==> config.mk <==
export PLATFORM = sky130hd
export DESIGN_NAME = cfg_serial_writer_flat
export DESIGN_NICKNAME = d
export VERILOG_FILES = /design/src/rtl/cfg_serial_writer_if.sv /design/src/rtl/cfg_serial_writer.sv /design/src/flat_wrapper.sv
export SDC_FILE = /design/constraint.sdc
export NUM_CORES = 1
export LEC_CHECK = 0
export CORE_MARGIN = 1
export CORE_UTILIZATION = 30
export CTS_CLUSTER_SIZE = 25
export DETAILED_ROUTE_END_ITERATION = 10
export GPL_TIMING_DRIVEN = 0
export PLACE_DENSITY = 0.52
export SLEW_MARGIN = 20
export SYNTH_ARGS = -nofsm -noshare
export SYNTH_HDL_FRONTEND = slang
export SYNTH_SLANG_ARGS = --single-unit
==> constraint.sdc <==
create_clock -name clk -period 1.5 [get_ports clk]
set_input_delay 0.15 -clock clk [delete_from_list [all_inputs] [get_ports clk]]
set_output_delay 0.15 -clock clk [all_outputs]
set_load 0.01 [all_outputs]
==> src/rtl/cfg_serial_writer_if.sv <==
// cfg_serial_writer_if: host serial pins plus cfg byte-bus write outputs
interface cfg_serial_writer_if #(
  parameter int NUM_REGS = 6
);
  logic scs_n;
  logic sclk;
  logic sdata;
  logic [7:0] cfg_data;
  logic [NUM_REGS-1:0] cfg_en;
  logic busy;
  logic err;
  modport master(output scs_n, sclk, sdata, input cfg_data, cfg_en, busy, err);
  modport slave(input scs_n, sclk, sdata, output cfg_data, cfg_en, busy, err);
endinterface

==> src/rtl/cfg_serial_writer.sv <==
// cfg_serial_writer: oversampled 3-wire host to cfg byte-bus writer; CFG_SERIAL_WRITER_PARITY_EN adds an odd parity bit per data byte
module cfg_serial_writer #(
  parameter int NUM_REGS = 6,
  parameter int ADDR_BITS = 3
) (
  input logic clk,
  input logic reset,
  cfg_serial_writer_if.slave bus
);
`ifdef CFG_SERIAL_WRITER_PARITY_EN
  localparam logic [3:0] LAST_BIT = 4'd8;
  localparam int SW = 8;
`else
  localparam logic [3:0] LAST_BIT = 4'd7;
  localparam int SW = 7;
`endif
  typedef enum logic [1:0] {IDLE, HEADER, DATA} state_t;
  state_t state, state_n;
  logic [1:0] scs_q, sclk_q, sdata_q;
  logic scs_d, sclk_d, srise, scs_fall, par_ok, err_n;
  logic [3:0] cnt, cnt_n;
  logic [SW-1:0] sh, sh_n;
  logic [7:0] nb, dbyte, data_n;
  logic [ADDR_BITS-1:0] addr, addr_n;
  logic [NUM_REGS-1:0] en_n;
  assign srise = sclk_q[1] & ~sclk_d;
  assign scs_fall = scs_d & ~scs_q[1];
  assign nb = {sh[6:0], sdata_q[1]};
`ifdef CFG_SERIAL_WRITER_PARITY_EN
  assign dbyte = sh;
  assign par_ok = ^{sh, sdata_q[1]};
`else
  assign dbyte = nb;
  assign par_ok = 1'b1;
`endif
  // sync chains reset low so a chip select held low across reset never looks like a fresh fall
  always_ff @(posedge clk) begin
    if (reset) begin
      {scs_q, sclk_q, sdata_q, scs_d, sclk_d} <= '0;
      state <= IDLE;
      cnt <= '0;
      sh <= '0;
      addr <= '0;
      bus.cfg_data <= '0;
      bus.cfg_en <= '0;
      bus.busy <= 1'b0;
      bus.err <= 1'b0;
    end else begin
      scs_q <= {scs_q[0], bus.scs_n};
      sclk_q <= {sclk_q[0], bus.sclk};
      sdata_q <= {sdata_q[0], bus.sdata};
      scs_d <= scs_q[1];
      sclk_d <= sclk_q[1];
      state <= state_n;
      cnt <= cnt_n;
      sh <= sh_n;
      addr <= addr_n;
      bus.cfg_data <= data_n;
      bus.cfg_en <= en_n;
      bus.busy <= state != IDLE;
      bus.err <= err_n;
    end
  end
  always_comb begin
    state_n = state;
    cnt_n = cnt;
    sh_n = sh;
    addr_n = addr;
    data_n = bus.cfg_data;
    en_n = '0;
    err_n = bus.err;
    case (state)
      IDLE: if (scs_fall) begin
        state_n = HEADER;
        cnt_n = '0;
        err_n = 1'b0;
      end
      HEADER: if (scs_q[1]) state_n = IDLE;
      else if (srise) begin
        sh_n = nb[SW-1:0];
        cnt_n = cnt + 4'd1;
        if (cnt == 4'd7) begin
          addr_n = nb[7 -: ADDR_BITS];
          cnt_n = '0;
          state_n = DATA;
        end
      end
      DATA: if (scs_q[1]) state_n = IDLE;
      else if (srise) begin
        sh_n = (cnt < 4'd8) ? nb[SW-1:0] : sh;
        cnt_n = cnt + 4'd1;
        if (cnt == LAST_BIT) begin
          cnt_n = '0;
          addr_n = (addr == ADDR_BITS'(NUM_REGS - 1)) ? '0 : addr + 1'b1;
          if ({1'b0, addr} < (ADDR_BITS + 1)'(NUM_REGS) && par_ok) begin
            en_n = NUM_REGS'(1) << addr;
            data_n = dbyte;
          end else err_n = 1'b1;
        end
      end
      default: state_n = IDLE;
    endcase
  end
endmodule

==> src/flat_wrapper.sv <==
// flat-port wrapper written by rule: the top's interface ports become plain ports
module cfg_serial_writer_flat 
#(
  parameter int NUM_REGS = 6,
  parameter int ADDR_BITS = 3
)
  (clk, reset, bus_scs_n, bus_sclk, bus_sdata, bus_cfg_data, bus_cfg_en, bus_busy, bus_err);
  cfg_serial_writer_if #(.NUM_REGS(NUM_REGS)) bus_i ();
  input logic clk;
  input logic reset;
  input wire logic [$bits(bus_i.scs_n)-1:0] bus_scs_n;
  input wire logic [$bits(bus_i.sclk)-1:0] bus_sclk;
  input wire logic [$bits(bus_i.sdata)-1:0] bus_sdata;
  output wire logic [$bits(bus_i.cfg_data)-1:0] bus_cfg_data;
  output wire logic [$bits(bus_i.cfg_en)-1:0] bus_cfg_en;
  output wire logic [$bits(bus_i.busy)-1:0] bus_busy;
  output wire logic [$bits(bus_i.err)-1:0] bus_err;
  assign bus_i.scs_n = bus_scs_n;
  assign bus_i.sclk = bus_sclk;
  assign bus_i.sdata = bus_sdata;
  assign bus_cfg_data = bus_i.cfg_data;
  assign bus_cfg_en = bus_i.cfg_en;
  assign bus_busy = bus_i.busy;
  assign bus_err = bus_i.err;
  cfg_serial_writer #(.NUM_REGS(NUM_REGS), .ADDR_BITS(ADDR_BITS)) u_core (.clk(clk), .reset(reset), .bus(bus_i));
endmodule
==> results_dict.tcl <==
set metrics [dict create \
    power_uw 2204 \
    n_antenna_cell 0 \
    grt_usage_pct 13.06 \
    status "finished with violations" \
    final_common_cell "dfxtp_1" \
    antenna_found_initial 0 \
    peakVddDrop_mv 0.5915 \
    power_density_nw_per_um2 971.7 \
    synth.avg_cell_area_um2 9.790 \
    period_minus_slack_ns 1.513 \
    fp.coreArea_um2 5140 \
    p_clk_share_pct 38.8 \
    cts_hold_buf 0 \
    die_h_um 75.38 \
    synthesis.nets 174 \
    setup_viol 1 \
    critPathKind "register to register" \
    p_sw_uw 515.5 \
    worstSetupEndpointType "register" \
    cts_tree "yes" \
    drive_gt1_share_pct 25.74 \
    fin_crit_sh_pct 100.8 \
    cts_sinks 40 \
    grt_max_degree 13 \
    internal_power_uw 1689 \
    antenna_left 0 \
    root_buffer "clkbuf_8" \
    violations "negative setup slack" \
    grt_pass1_wl_um 5464 \
    p_leak_uw 0.0008907 \
    synth_area_um2 1615 \
    power_frac_seq_pct 49.5 \
    slew_headroom_pct 66.36 \
    comb_power_share_pct 11.6 \
    num_rows 26 \
    ios 21 \
    overflow 0 \
    path_cells "inv_4 -> ha_4 -> nand3b_1 -> a221oi_4 -> nand2b_4 -> a21oi_2" \
    synth_cell_types 36 \
    grt_util_met2_pct 20.63 \
    critPathRequiredTime_ns 1.66 \
    numPortBuffers 19 \
    slowest_stage "dfxtp_2" \
    finalNonFillerCells 272 \
    dieArea_um2 5681 \
    drtIter0Drc 53 \
    cts_buffer_depth 2 \
    dr.pass1.iters 4 \
    htreeDepth 2 \
    crit_path_start_kind "register" \
    slew_viol_final 0 \
    numCtsBuffers 5 \
    use_met3_pct 3.571 \
    top_usage_layer "met2" \
    ff_latch_area_um2 807.0 \
    final_cell_mix "dfxtp_1 (35), nor2_1 (21), clkdlybuf4s50_1 (19)" \
    min_path_type "primary input to register" \
    vias 1280 \
    clock_latency_ns 0.29 \
    netlist_instances 165 \
    syn2layout_area_growth_pct 40.43 \
    vias_per_cell 4.706 \
    max_cap_viol_count 0 \
    cpLargestDelayFamily "compound AO/OA/AOI/OAI gates" \
    max_stage_delay_ns 0.36 \
    grt_use_met1_pct 17.06 \
    yosys_warnings 0 \
    worstPathArrival_ns 1.67 \
    setup-tns-final_ns -0.01267 \
    finalHoldViolCount 0 \
    grt_setup_unrepaired "yes" \
    critPathBufInv 1 \
    die_x_um 75.38 \
    max_freq_mhz 661.1 \
    setup_slack_ns -0.01267 \
    routabilityCongestion 0.6923 \
    drt-total-wl_um 3497 \
    crit_path_max_fanout 5 \
    dp_hpwl_um 2317 \
    synth_seq_cells 40 \
    dp_cells 254 \
    final.setup_skew_ns 0.006850 \
    multi_input_area_um2 913.4 \
    post_drt_wl_per_cell_um 12.86 \
    seq_area_frac_synth_pct 49.57 \
    tightestPinTransition_ns 0.5046 \
    fillCellCount 532 \
    initial_utilization_pct 31.43 \
    clk_pin_slew_ns 0.08 \
    nNetsFinal 210 \
    drc 0 \
    grt_pass1_vias 1214 \
    power.share.switching_pct 23.39 \
]
-- layout make-up --
class                      instances  share of cell area, %
multi-input combinational        112                  40.26
sequential                        40                  35.58
timing repair buffer              29                  12.74
tap                               70                  3.861
clock buffer                       6                  3.199
buffer                             7                  1.710
clock inverter                     2                  1.544
inverter                           6                  1.103
-- metrics by stage --
stage | setup slack (ns) | cell area [um^2] | hold slack [ns] | utilization, %
floorplan | 0.002823 | 1634 | 0.2782 | -
global placement | -0.1796 | 1912 | 0.4208 | 37.20
detailed placement | -0.2485 | 1912 | 0.4265 | 37.20
CTS | 0.003892 | 2155 | 0.2873 | 41.92
global route | -0.08419 | 2268 | 0.3095 | 44.13
finish | -0.01267 | 2268 | 0.2799 | 44.13
-- repair_timing --
action                                  4_1_cts  5_1_grt
gates resized for setup                      17       22
pin swaps                                     4       16
endpoints found under the setup margin       30       28
buffers inserted                              7        3
-- cell families after synthesis --
| logic type | after synthesis | share of synthesized area (%) |
|---|---|---|
| buffers and inverters | 13 | 3.098 |
| muxes | 16 | 9.992 |
| adders and majority gates | 4 | 3.098 |
| DFF | 40 | 49.57 |
| and+or+nand+nor | 63 | 21.38 |
| AOI/OAI and AO/OA | 29 | 12.86 |
-- sequential cells by signal, summed over array words and instances (netlist names), 2 cells and up --
| register | count |
|---|---|
| u_core.scs_q | 2 |
| u_core.bus.cfg_data | 8 |
| u_core.sh | 7 |
| u_core.state | 2 |
| u_core.bus.cfg_en | 6 |
| u_core.sclk_q | 2 |
| u_core.cnt | 4 |
| u_core.sdata_q | 2 |
| u_core.addr | 3 |
-- power by group through the flow --
stage          registers [uW]  logic (uW)  clock network [uW]
4_1_cts                  1090         214                 887
6_report                 1090         257                 856
2_1_floorplan            1110         129                   0
3_5_place_dp             1110         180                   0
5_1_grt                  1090         280                 934
3_3_place_gp             1110         171                   0
-- synth_stat cells (all sizes together) --
cell type | n | area, um^2
a211oi | 2 | 15.01
a21o | 3 | 22.52
a21oi | 7 | 35.03
a221oi | 1 | 8.760
a2bb2oi | 1 | 8.760
a311oi | 2 | 17.52
a31oi | 1 | 6.260
a41oi | 2 | 17.52
and3b | 1 | 8.760
buf | 2 | 8.750
clkbuf | 5 | 18.77
dfxtp | 40 | 800.8
ha | 4 | 50.05
inv | 6 | 22.52
mux2 | 1 | 11.26
mux2i | 15 | 150.1
nand2 | 7 | 28.78
nand2b | 10 | 62.56
nand3 | 3 | 15.01
nand3b | 1 | 7.510
nand4 | 2 | 18.77
nor2 | 24 | 92.59
nor2b | 11 | 68.82
nor3b | 1 | 18.77
nor4 | 1 | 6.260
o2111ai | 3 | 26.28
o211ai | 2 | 15.01
o21ai | 4 | 23.77
o221a | 1 | 11.26
or3 | 1 | 6.260
or4 | 1 | 11.26
-- path summary, 6_finish.rpt --
path,depth (start not counted),slack (ns),startpoint,end
worst max-delay path,6,-0.01,u_core.state[0]$_SDFFE_PP0P_,u_core.cnt[0]$_SDFFE_PP0P_
worst min-delay path,2,0.28,reset,u_core.sclk_q[0]$_SDFF_PP0_
worst max register to register,6,-0.01,u_core.state[0]$_SDFFE_PP0P_,u_core.cnt[0]$_SDFFE_PP0P_
worst min register to register,1,0.45,u_core.scs_q[0]$_SDFF_PP0_,u_core.scs_q[1]$_SDFF_PP0_
-- routing by layer --
metal / share of wire, % / wire [um]
met3: 2.6 / 91
met4: 0.77 / 27
met1: 48 / 1676
met2: 49 / 1701
met5: 0 / 0
(Power assumes the default switching activity.)
